===== src/rtl/stage5_dict_update_serialize_pkg.sv =====
// Shared constants for stage 5: message geometry, dictionary field layout and reset values,
// FSM encoding and the pending-lane priority helper.
package stage5_dict_update_serialize_pkg;

  localparam int MSG_W = 280;
  localparam int FLD_W = 8;

  // PID, MC and MT sit back to back at the top of every decoded message
  localparam int PID_HI = MSG_W - 1;
  localparam int MC_HI  = MSG_W - 1 - FLD_W;
  localparam int MT_HI  = MSG_W - 1 - 2 * FLD_W;

  localparam logic [FLD_W-1:0] PID1_RST = 8'h00;
  localparam logic [FLD_W-1:0] MC1_RST  = 8'h00;
  localparam logic [FLD_W-1:0] MT1_RST  = 8'h00;

  typedef enum logic {
    IDLE  = 1'b0,
    DRAIN = 1'b1
  } state_t;

  // Isolates the lowest set bit, i.e. the next lane to emit
  function automatic logic [2:0] lowest_lane(input logic [2:0] p);
    return p & (~p + 3'd1);
  endfunction

endpackage


===== src/rtl/stage5_dict_update_serialize_if.sv =====
// Bundle input and serial output handshakes between stage 4, stage 5 and stage 6.
interface stage5_dict_update_serialize_if #(
  parameter int MSG_W = 280
) ();

  logic             in_valid;
  logic             in_ready;
  logic [2:0]       in_lane_vld;
  logic [MSG_W-1:0] message_1;
  logic [MSG_W-1:0] message_2;
  logic [MSG_W-1:0] message_3;
  logic             out_valid;
  logic             out_ready;
  logic [MSG_W-1:0] out_message;
  logic [1:0]       out_lane;

  modport slave (
    input  in_valid, in_lane_vld, message_1, message_2, message_3, out_ready,
    output in_ready, out_valid, out_message, out_lane
  );

  modport master (
    output in_valid, in_lane_vld, message_1, message_2, message_3, out_ready,
    input  in_ready, out_valid, out_message, out_lane
  );

endinterface


===== src/rtl/stage5_dict_update_serialize_field_dict.sv =====
// FAST copy-operator dictionary (PID1/MC1/MT1); a template clear outranks a bundle update.
module stage5_dict_update_serialize_field_dict #(
  parameter int               FLD_W    = 8,
  parameter logic [FLD_W-1:0] PID1_RST = '0,
  parameter logic [FLD_W-1:0] MC1_RST  = '0,
  parameter logic [FLD_W-1:0] MT1_RST  = '0
) (
  input  logic             clk,
  input  logic             rst_n,
  input  logic             clr,
  input  logic             upd,
  input  logic [FLD_W-1:0] upd_pid,
  input  logic [FLD_W-1:0] upd_mc,
  input  logic [FLD_W-1:0] upd_mt,
  output logic [FLD_W-1:0] field_PID1,
  output logic [FLD_W-1:0] field_MC1,
  output logic [FLD_W-1:0] field_MT1
);

  always_ff @(posedge clk or negedge rst_n) begin
    if (!rst_n) begin
      field_PID1 <= PID1_RST;
      field_MC1  <= MC1_RST;
      field_MT1  <= MT1_RST;
    end else if (clr) begin
      field_PID1 <= PID1_RST;
      field_MC1  <= MC1_RST;
      field_MT1  <= MT1_RST;
    end else if (upd) begin
      field_PID1 <= upd_pid;
      field_MC1  <= upd_mc;
      field_MT1  <= upd_mt;
    end
  end

endmodule


===== src/rtl/stage5_dict_update_serialize.sv =====
// Stage 5: owns the FAST dictionary fed back to stage 4 and serialises each accepted
// 3-lane bundle into one valid/ready message stream for stage 6.
module stage5_dict_update_serialize
  import stage5_dict_update_serialize_pkg::*;
#(
  parameter int               MSG_W    = stage5_dict_update_serialize_pkg::MSG_W,
  parameter int               FLD_W    = stage5_dict_update_serialize_pkg::FLD_W,
  parameter logic [FLD_W-1:0] PID1_RST = stage5_dict_update_serialize_pkg::PID1_RST,
  parameter logic [FLD_W-1:0] MC1_RST  = stage5_dict_update_serialize_pkg::MC1_RST,
  parameter logic [FLD_W-1:0] MT1_RST  = stage5_dict_update_serialize_pkg::MT1_RST
) (
  input  logic                           clk,
  input  logic                           rst_n,
  stage5_dict_update_serialize_if.slave  bus,
  input  logic                           dict_clr,
  output logic [FLD_W-1:0]               field_PID1,
  output logic [FLD_W-1:0]               field_MC1,
  output logic [FLD_W-1:0]               field_MT1,
  output logic [31:0]                    out_msg_cnt
);

  state_t             state_q, state_d;
  logic [2:0]         pend_q, pend_d, low_bit;
  logic [MSG_W-1:0]   hold_1, hold_2, hold_3;
  logic               accept, fire, upd;
  logic [3*FLD_W-1:0] head;

  assign low_bit = lowest_lane(pend_q);
  assign accept  = bus.in_valid & bus.in_ready;
  assign fire    = bus.out_valid & bus.out_ready;

  always_ff @(posedge clk or negedge rst_n) begin
    if (!rst_n) begin
      state_q <= IDLE;
      pend_q  <= 3'b000;
    end else begin
      state_q <= state_d;
      pend_q  <= pend_d;
    end
  end

  // A new bundle can only land while draining when its last lane leaves this same cycle
  always_comb begin
    pend_d = pend_q;
    if (accept) begin
      pend_d = bus.in_lane_vld;
    end else if (fire) begin
      pend_d = pend_q & ~low_bit;
    end
    state_d = (pend_d != 3'b000) ? DRAIN : IDLE;
  end

  always_comb begin
    bus.out_valid   = (state_q == DRAIN);
    bus.in_ready    = (state_q == IDLE) | (bus.out_ready & $onehot(pend_q));
    bus.out_lane    = 2'd0;
    bus.out_message = '0;
    case (low_bit)
      3'b001:  begin bus.out_lane = 2'd1; bus.out_message = hold_1; end
      3'b010:  begin bus.out_lane = 2'd2; bus.out_message = hold_2; end
      3'b100:  begin bus.out_lane = 2'd3; bus.out_message = hold_3; end
      default: begin bus.out_lane = 2'd0; bus.out_message = '0;     end
    endcase
  end

  always_ff @(posedge clk or negedge rst_n) begin
    if (!rst_n) begin
      hold_1 <= '0;
      hold_2 <= '0;
      hold_3 <= '0;
    end else if (accept) begin
      hold_1 <= bus.message_1;
      hold_2 <= bus.message_2;
      hold_3 <= bus.message_3;
    end
  end

  always_ff @(posedge clk or negedge rst_n) begin
    if (!rst_n) begin
      out_msg_cnt <= 32'd0;
    end else if (fire) begin
      out_msg_cnt <= out_msg_cnt + 32'd1;
    end
  end

  // The highest-index real lane is the most recent message, so its fields win
  always_comb begin
    head = bus.message_1[MSG_W-1 -: 3*FLD_W];
    if (bus.in_lane_vld[2]) begin
      head = bus.message_3[MSG_W-1 -: 3*FLD_W];
    end else if (bus.in_lane_vld[1]) begin
      head = bus.message_2[MSG_W-1 -: 3*FLD_W];
    end
  end

  assign upd = accept & (bus.in_lane_vld != 3'b000);

  stage5_dict_update_serialize_field_dict #(
    .FLD_W    (FLD_W),
    .PID1_RST (PID1_RST),
    .MC1_RST  (MC1_RST),
    .MT1_RST  (MT1_RST)
  ) u_dict (
    .clk        (clk),
    .rst_n      (rst_n),
    .clr        (dict_clr),
    .upd        (upd),
    .upd_pid    (head[3*FLD_W-1 -: FLD_W]),
    .upd_mc     (head[2*FLD_W-1 -: FLD_W]),
    .upd_mt     (head[FLD_W-1 -: FLD_W]),
    .field_PID1 (field_PID1),
    .field_MC1  (field_MC1),
    .field_MT1  (field_MT1)
  );

endmodule


===== src/flat_wrapper.sv =====
// flat-port wrapper written by rule: the top's interface ports become plain ports
module stage5_dict_update_serialize_flat import stage5_dict_update_serialize_pkg::*;
#(
  parameter int               MSG_W    = stage5_dict_update_serialize_pkg::MSG_W,
  parameter int               FLD_W    = stage5_dict_update_serialize_pkg::FLD_W,
  parameter logic [FLD_W-1:0] PID1_RST = stage5_dict_update_serialize_pkg::PID1_RST,
  parameter logic [FLD_W-1:0] MC1_RST  = stage5_dict_update_serialize_pkg::MC1_RST,
  parameter logic [FLD_W-1:0] MT1_RST  = stage5_dict_update_serialize_pkg::MT1_RST
)
  (clk, rst_n, dict_clr, field_PID1, field_MC1, field_MT1, out_msg_cnt, bus_in_valid, bus_in_lane_vld, bus_message_1, bus_message_2, bus_message_3, bus_out_ready, bus_in_ready, bus_out_valid, bus_out_message, bus_out_lane);
  stage5_dict_update_serialize_if #(.MSG_W(MSG_W)) bus_i ();
  input  logic clk;
  input  logic rst_n;
  input  logic dict_clr;
  output logic [FLD_W-1:0] field_PID1;
  output logic [FLD_W-1:0] field_MC1;
  output logic [FLD_W-1:0] field_MT1;
  output logic [31:0] out_msg_cnt;
  input wire logic [$bits(bus_i.in_valid)-1:0] bus_in_valid;
  input wire logic [$bits(bus_i.in_lane_vld)-1:0] bus_in_lane_vld;
  input wire logic [$bits(bus_i.message_1)-1:0] bus_message_1;
  input wire logic [$bits(bus_i.message_2)-1:0] bus_message_2;
  input wire logic [$bits(bus_i.message_3)-1:0] bus_message_3;
  input wire logic [$bits(bus_i.out_ready)-1:0] bus_out_ready;
  output wire logic [$bits(bus_i.in_ready)-1:0] bus_in_ready;
  output wire logic [$bits(bus_i.out_valid)-1:0] bus_out_valid;
  output wire logic [$bits(bus_i.out_message)-1:0] bus_out_message;
  output wire logic [$bits(bus_i.out_lane)-1:0] bus_out_lane;
  assign bus_i.in_valid = bus_in_valid;
  assign bus_i.in_lane_vld = bus_in_lane_vld;
  assign bus_i.message_1 = bus_message_1;
  assign bus_i.message_2 = bus_message_2;
  assign bus_i.message_3 = bus_message_3;
  assign bus_i.out_ready = bus_out_ready;
  assign bus_in_ready = bus_i.in_ready;
  assign bus_out_valid = bus_i.out_valid;
  assign bus_out_message = bus_i.out_message;
  assign bus_out_lane = bus_i.out_lane;
  stage5_dict_update_serialize #(.MSG_W(MSG_W), .FLD_W(FLD_W), .PID1_RST(PID1_RST), .MC1_RST(MC1_RST), .MT1_RST(MT1_RST)) u_core (.clk(clk), .rst_n(rst_n), .bus(bus_i), .dict_clr(dict_clr), .field_PID1(field_PID1), .field_MC1(field_MC1), .field_MT1(field_MT1), .out_msg_cnt(out_msg_cnt));
endmodule

===== config.mk =====
export PLATFORM = sky130hd
export DESIGN_NAME = stage5_dict_update_serialize_flat
export DESIGN_NICKNAME = d
export VERILOG_FILES = /design/src/rtl/stage5_dict_update_serialize_pkg.sv /design/src/rtl/stage5_dict_update_serialize_if.sv /design/src/rtl/stage5_dict_update_serialize_field_dict.sv /design/src/rtl/stage5_dict_update_serialize.sv /design/src/flat_wrapper.sv
export SDC_FILE = /design/constraint.sdc
export NUM_CORES = 2
export LEC_CHECK = 0
export CAP_MARGIN = 20
export CORE_AREA = 2 2 467 469
export CTS_CLUSTER_DIAMETER = 120
export DETAILED_ROUTE_END_ITERATION = 8
export DIE_AREA = 0 0 469 471
export GPL_TIMING_DRIVEN = 0
export PLACE_DENSITY_LB_ADDON = 0.25
export SYNTH_ARGS = -nofsm -noshare
export SYNTH_HDL_FRONTEND = slang
export SYNTH_HIERARCHICAL = 1
export SYNTH_SLANG_ARGS = --single-unit

===== constraint.sdc =====
create_clock -name clk -period 8.2 [get_ports clk]
set_input_delay 1.64 -clock clk [delete_from_list [all_inputs] [get_ports clk]]
set_output_delay 1.64 -clock clk [all_outputs]
set_load 0.1 [all_outputs]

# Word level (Yosys, flattened, before mapping)
# Cells that the tools add are included.
# Widths: inputs -> output; s select.
word_totals:
  reg_bits: 900
  input_bits: 848
  output_inout_bits: 340
  elab_cells: 43
op_classes:
  addsub: 4
  n_eq_ne: 4
  n_mux: 13
  bitwise: 10
  n_reduce_logical: 3
op_table:
  columns: ["operator", "n"]
  rows:
  - ["$pmux 280 s3", 1]
  - ["$mux 24", 2]
  - ["$mux 8", 6]
  - ["$add 32x1->32 const B", 1]
  - ["$and 3x3->3", 2]
  - ["$mux 3", 2]
  - ["$not 3->3", 2]
  - ["$pmux 2 s3", 1]
  - ["$reduce_bool 3->1", 2]
  - ["$and 1x1->1", 4]
  - ["$add 3x1->3 const B", 1]
  - ["$eq 3x1->1 const B", 1]
  - ["$eq 3x2->1 const B", 1]
  - ["$eq 3x3->1 const B", 1]
  - ["$add 1x1->2", 1]
  - ["$add 2x1->2", 1]
  - ["$eq 2x1->1 const B", 1]
  - ["$reduce_bool 2->1", 1]
  - ["$mux 1", 1]
  - ["$not 1->1", 1]
  - ["$or 1x1->1", 1]

# Depth between registers and ports, before layout
logic_depth:
  word_depth: 9
  mapped_depth: 13
  mapped_depth_nobuf: 7

# Cells and area by module
# Netlist, hierarchy kept.
by_module_without_submodules:
  columns: ["module", "instances", "cells_per_inst", "area_per_inst_um2", "seq_area_each_um2"]
  rows:
  - ["stage5_dict_update_serialize", 1, 3256, 39880.7, 21921.0]
  - ["stage5_dict_update_serialize_field_dict", 1, 77, 989.7, 600.6]

# Worst setup path after synthesis
# No wires, ideal clock.
synth_timing:
  kind: "register to output"
  start: "register u_core.pend_q[1]"
  end: "output port bus_out_message[125]"
  arrival_time_ps: 3364
  t_required_ps: 6560
  path_slack_ps: 3196
  stages_incl_launch_ff: 8
  n_path_buf: 3
  path_cell_list: "dfrtp_1 > clkbuf_1 > inv_1 > clkbuf_1 > clkbuf_1 > and3_1 > a21oi_1 > o21ai_0"
synth_between:
  elab_chain_cells: 5
  word_cells_on_any_way: 7
  classes_between: "1 x add/sub; 3 x eq/ne; 1 x mux; 2 x bitwise"
synth_lines:
  columns: ["item", "line_no", "source"]
  rows:
  - ["start: declaration", "stage5_dict_update_serialize.sv:23", "logic [2:0] pend_q, pend_d, low_bit;"]
  - ["start signal: assignment", "stage5_dict_update_serialize.sv:38", "pend_q <= pend_d;"]
  - ["$not 3->3", "stage5_dict_update_serialize_pkg.sv:24", "return p & (~p + 3'd1);"]
  - ["$add 3x1->3", "stage5_dict_update_serialize_pkg.sv:24", null]
  - ["$and 3x3->3 *", "stage5_dict_update_serialize_pkg.sv:24", null]
  - ["$eq 3x3->1, or another cell as far along", "stage5_dict_update_serialize.sv:58", "case (low_bit)"]
  - ["$pmux 280 s3 *", "stage5_dict_update_serialize.sv:58", null]
  - ["end: declaration", "flat_wrapper.sv:27", "output wire logic [$bits(bus_i.out_message)-1:0] bus_out_message;"]
# Mark *: on every way between the ends. The rest lies on a longest branch, timed or not.

# Worst setup path after layout
layout_timing:
  start: "register u_core.pend_q[1]"
  end: "output port bus_out_message[200]"
# Same word-level chain as after synthesis.

==> summary.md <==
| Metric | Value |
|---|---|
| Post-synthesis sequential area ratio | between 50 and 60% |
| DR vias | ~33k |
| Top cell type's share of synthesized area | 55.1% |
| Die height | roughly 470 um |
| CTS clk-pin slew, worst paths | approximately 0.06 ns |
| Drt total wl | 238 mm |
| EDFF count, synth | 0 |
| CTS tree | done |
| Total track usage | 21.0% |
| Largest family of logic cells by synthesized area | multiplexers |
| Distinct cells, synth | 37 |
| Die width | 469 um |
| R2R depth | 13 |
| Synth Area in Adders | 0.0796% |
| Hold-fix buffers at CTS | 0 |
| Critical path cell sequence | clkbuf_1, inv_1, clkbuf_1, buf_8, clkbuf_1, and3_1, a21oi_1, o21ai_0, clkdlybuf4s50_1 |
| Multi-input logic area | 16,500 um^2 |
| WHS Path Cells | 1 |
| Worst endpoint data arrival time | 5.66 ns |
| Layout cells sized above 1 | 9.09% |
| Top FF cell, synth | dfrtp_1 |
| Layout Skew | 0.0483 ns |
| Number of global-route vias before repair | 35.4k |
| Top cells by area, synth | dfrtp_1, mux2_1, and3_1 |
| Synth Area per Inst | 12.3 um^2 |
| Startpoint Class | register |
| Syn Nets | around 4.2k |
| Instance count on the critical path | 9 |
| Initial DRC Count | approximately 2.1k |
| HP Class | register to register |
| CP required | 6.56 ns |
| Synth area leader | dfrtp_1 |
| Via density | 4.34 |
| Worst-skew pair later-pin latency | around 0.80 ns |
| CP endpoint kind | output port |
| Mapped Cells | between 3k and 4k |
| FP Rows | 171 |
| Cell Area, Synth | 40,900 um^2 |
| Maximum net fanout on the critical path | 10 |
| DR WL/cell | 30.9 um |
| Compound-Gate Fraction of Synth Area | under 10% |
| Fillers | 22.5k |
| Buf+Inv Stages, Crit Path | 6 |
| F_max | 0.137 GHz |
| Post-cts sizing count | 0 |
| Clock buffer depth | 3 |
| Crit-path most repeated cell | clkbuf_1 |
| Initial antenna violation count | about 110 |
| Routed Antenna Nets | 0 |
| Final Cycle Share | 89.0% |
| Layout area overhead | 51.5% |
| Status | finished clean |
| H-tree depth | 3 |
| CP delay by family, top | buffers and inverters |
| First-pass GRT wire length | approximately 320 mm |
| Fin util | roughly 29% |
| CTS sink count | 900 |
| Worst path slowest cell | clkdlybuf4s50_1 |
| First-pass detailed-route iteration total | 8 |
| Tmin final | between 7 and 8 ns |
| Ys async rst share | 100% |
| Cts bufs inserted | approximately 110 |
| Post-DP HPWL | ~190 mm |
| Grt total ovfl | 0 |
| Setup CP Type | register to output port |
| Delay of the slowest critical-path stage | 1.31 ns |
| Max-cap violations | 0 |
| Fin nets | 5,561 |
| Port Buffer Count | 1,185 |
| Fin. max-slew vios | 0 |
| # DRC | 0 |
| Synth Area in XOR/XNOR | 0.664% |
| Core box area | 216,000 um^2 |
| Post-synthesis mux area share | 24.4% |
| Rel. slew slack | 18.0% |
| Inst Count DP | 7,445 |
| Routability Congestion | 0.900 |
| Final setup viols | 0 |
| Setup TNS | 0 ns |
| Worst slew pin tran | 1.23 ns |
| Layout Cells excl Fill | 7,709 |
| Synthesized flop and latch total | 900 |
| Starting Density | 18.9% |
| Ys Warns | 6 |
| Root buffer cell | clkbuf_16 |
| RSZ-0062 raised after global routing | no |
| Largest net degree at the start of global routing | 143 |
| Die area | ~220,000 um^2 |
| Number of setup buffers added after CTS | 0 |
| Simple-gate share of the synthesized area | 7.87% |
| Final Hold Fails | 0 |
| Register area | between 20,000 and 25,000 um^2 |
| Io pins | 1,188 |
==> per-layer routing <==
metal / global-route usage (%) / share of wire [%]
met4: 7.62 / 3.1
met1: 24.4 / 40
met5: 0 / 0.082
met2: 35.7 / 49
met3: 6.88 / 8.5
==> kinds of logic after synthesis <==
logic type               Yosys count
adder cells (fa/ha/maj)            2
multiplexers                     890
AND/OR/NAND/NOR                  647
flip-flops                       900
buffers and inverters            269
XOR/XNOR                          31
AO/OA/AOI/OAI                    594
==> metrics by stage <==
| step | hold slack, ns | setup WS, ns | cell area (um^2) |
|---|---|---|---|
| 3_5_place_dp | 0.466 | 1.36 | 57800 |
| 5_1_grt | 0.490 | 0.495 | 61800 |
| 2_1_floorplan | 0.450 | 3.20 | 40900 |
| 4_1_cts | 0.478 | 0.451 | 61700 |
| 6_report | 0.477 | 0.902 | 61900 |
| 3_3_place_gp | 0.459 | -40.24 | 56300 |
==> placed cells by master (no fill, tap or decap), types with 29 or more instances in the layout <==
cell                n
clkinv_2           29
dfrtp_1           900
clkdlybuf4s50_1  1184
buf_12             57
clkbuf_16         114
o21ai_0           309
and3_1            258
mux2_1            800
nand2_1           317
buf_6              82
a21oi_1           256
mux2i_1            48
nor2_1             32
mux2_2             42
diode_2            46
clkbuf_1          168
==> path summary, 6_finish.rpt <==
kind | start | to | slack, ns
min in group asynchronous | rst_n | u_core/u_dict/field_MC1[1] | 0.82
worst min register to register | u_core/out_msg_cnt[31] | u_core/out_msg_cnt[31] | 0.48
max in group asynchronous | rst_n | u_core/hold_1[114] | 4.64
worst max register to register | u_core/pend_q[1] | u_core/u_dict/field_MT1[6] | 3.23
worst max-delay path | u_core/pend_q[1] | bus_out_message[200] | 0.90
worst min-delay path | u_core/out_msg_cnt[31] | u_core/out_msg_cnt[31] | 0.48
==> cells in the mapped netlist (5+ instances only) <==
library cell  instances
a21oi_1             256
a22oi_1              26
and3_1              258
buf_12               10
buf_2                 9
buf_6                82
clkbuf_1            156
dfrtp_1             900
inv_1                 8
mux2_1              800
mux2_2               42
mux2i_1              48
nand2_1             317
nand3_1              14
nand4_1              11
nor2_1               32
o21ai_0             309
xnor2_1              26
xor2_1                5
==> worst reg2reg max path, stage by stage, from the launching register on <==
cell	delay [ns]
dfrtp_1	0.35
clkbuf_1	0.32
inv_1	0.41
clkbuf_1	0.75
fa_1	0.54
nand3b_1	0.23
a21boi_2	0.21
buf_2	0.53
buf_2	0.58
o31a_1	0.27
buf_6	0.16
buf_12	0.17
mux2i_1	0.22
nor2_1	0.06
==> registers in the layout, summed over array words and instances, names as in the netlist <==
name and count:
u_core/bus.out_valid 1, u_core/hold_1 280, u_core/hold_2 280, u_core/hold_3 280, u_core/out_msg_cnt 32, u_core/pend_q 3, u_core/u_dict/field_MC1 8, u_core/u_dict/field_MT1 8
u_core/u_dict/field_PID1 8
==> layout make-up <==
class,instances,share of cell area (%)
diodes,46,0.186
repair buffers,1262,21.7
multi-input cells,2164,26.7
clock buffers,154,5.26
well taps,2854,5.77
plain buffers,261,2.89
flip-flops and latches,900,36.4
clock inverters,60,1.07
inverters,8,0.0485
Power is not shown: default switching activity piles up to over one toggle a cycle in this logic, so the estimate is an artifact.
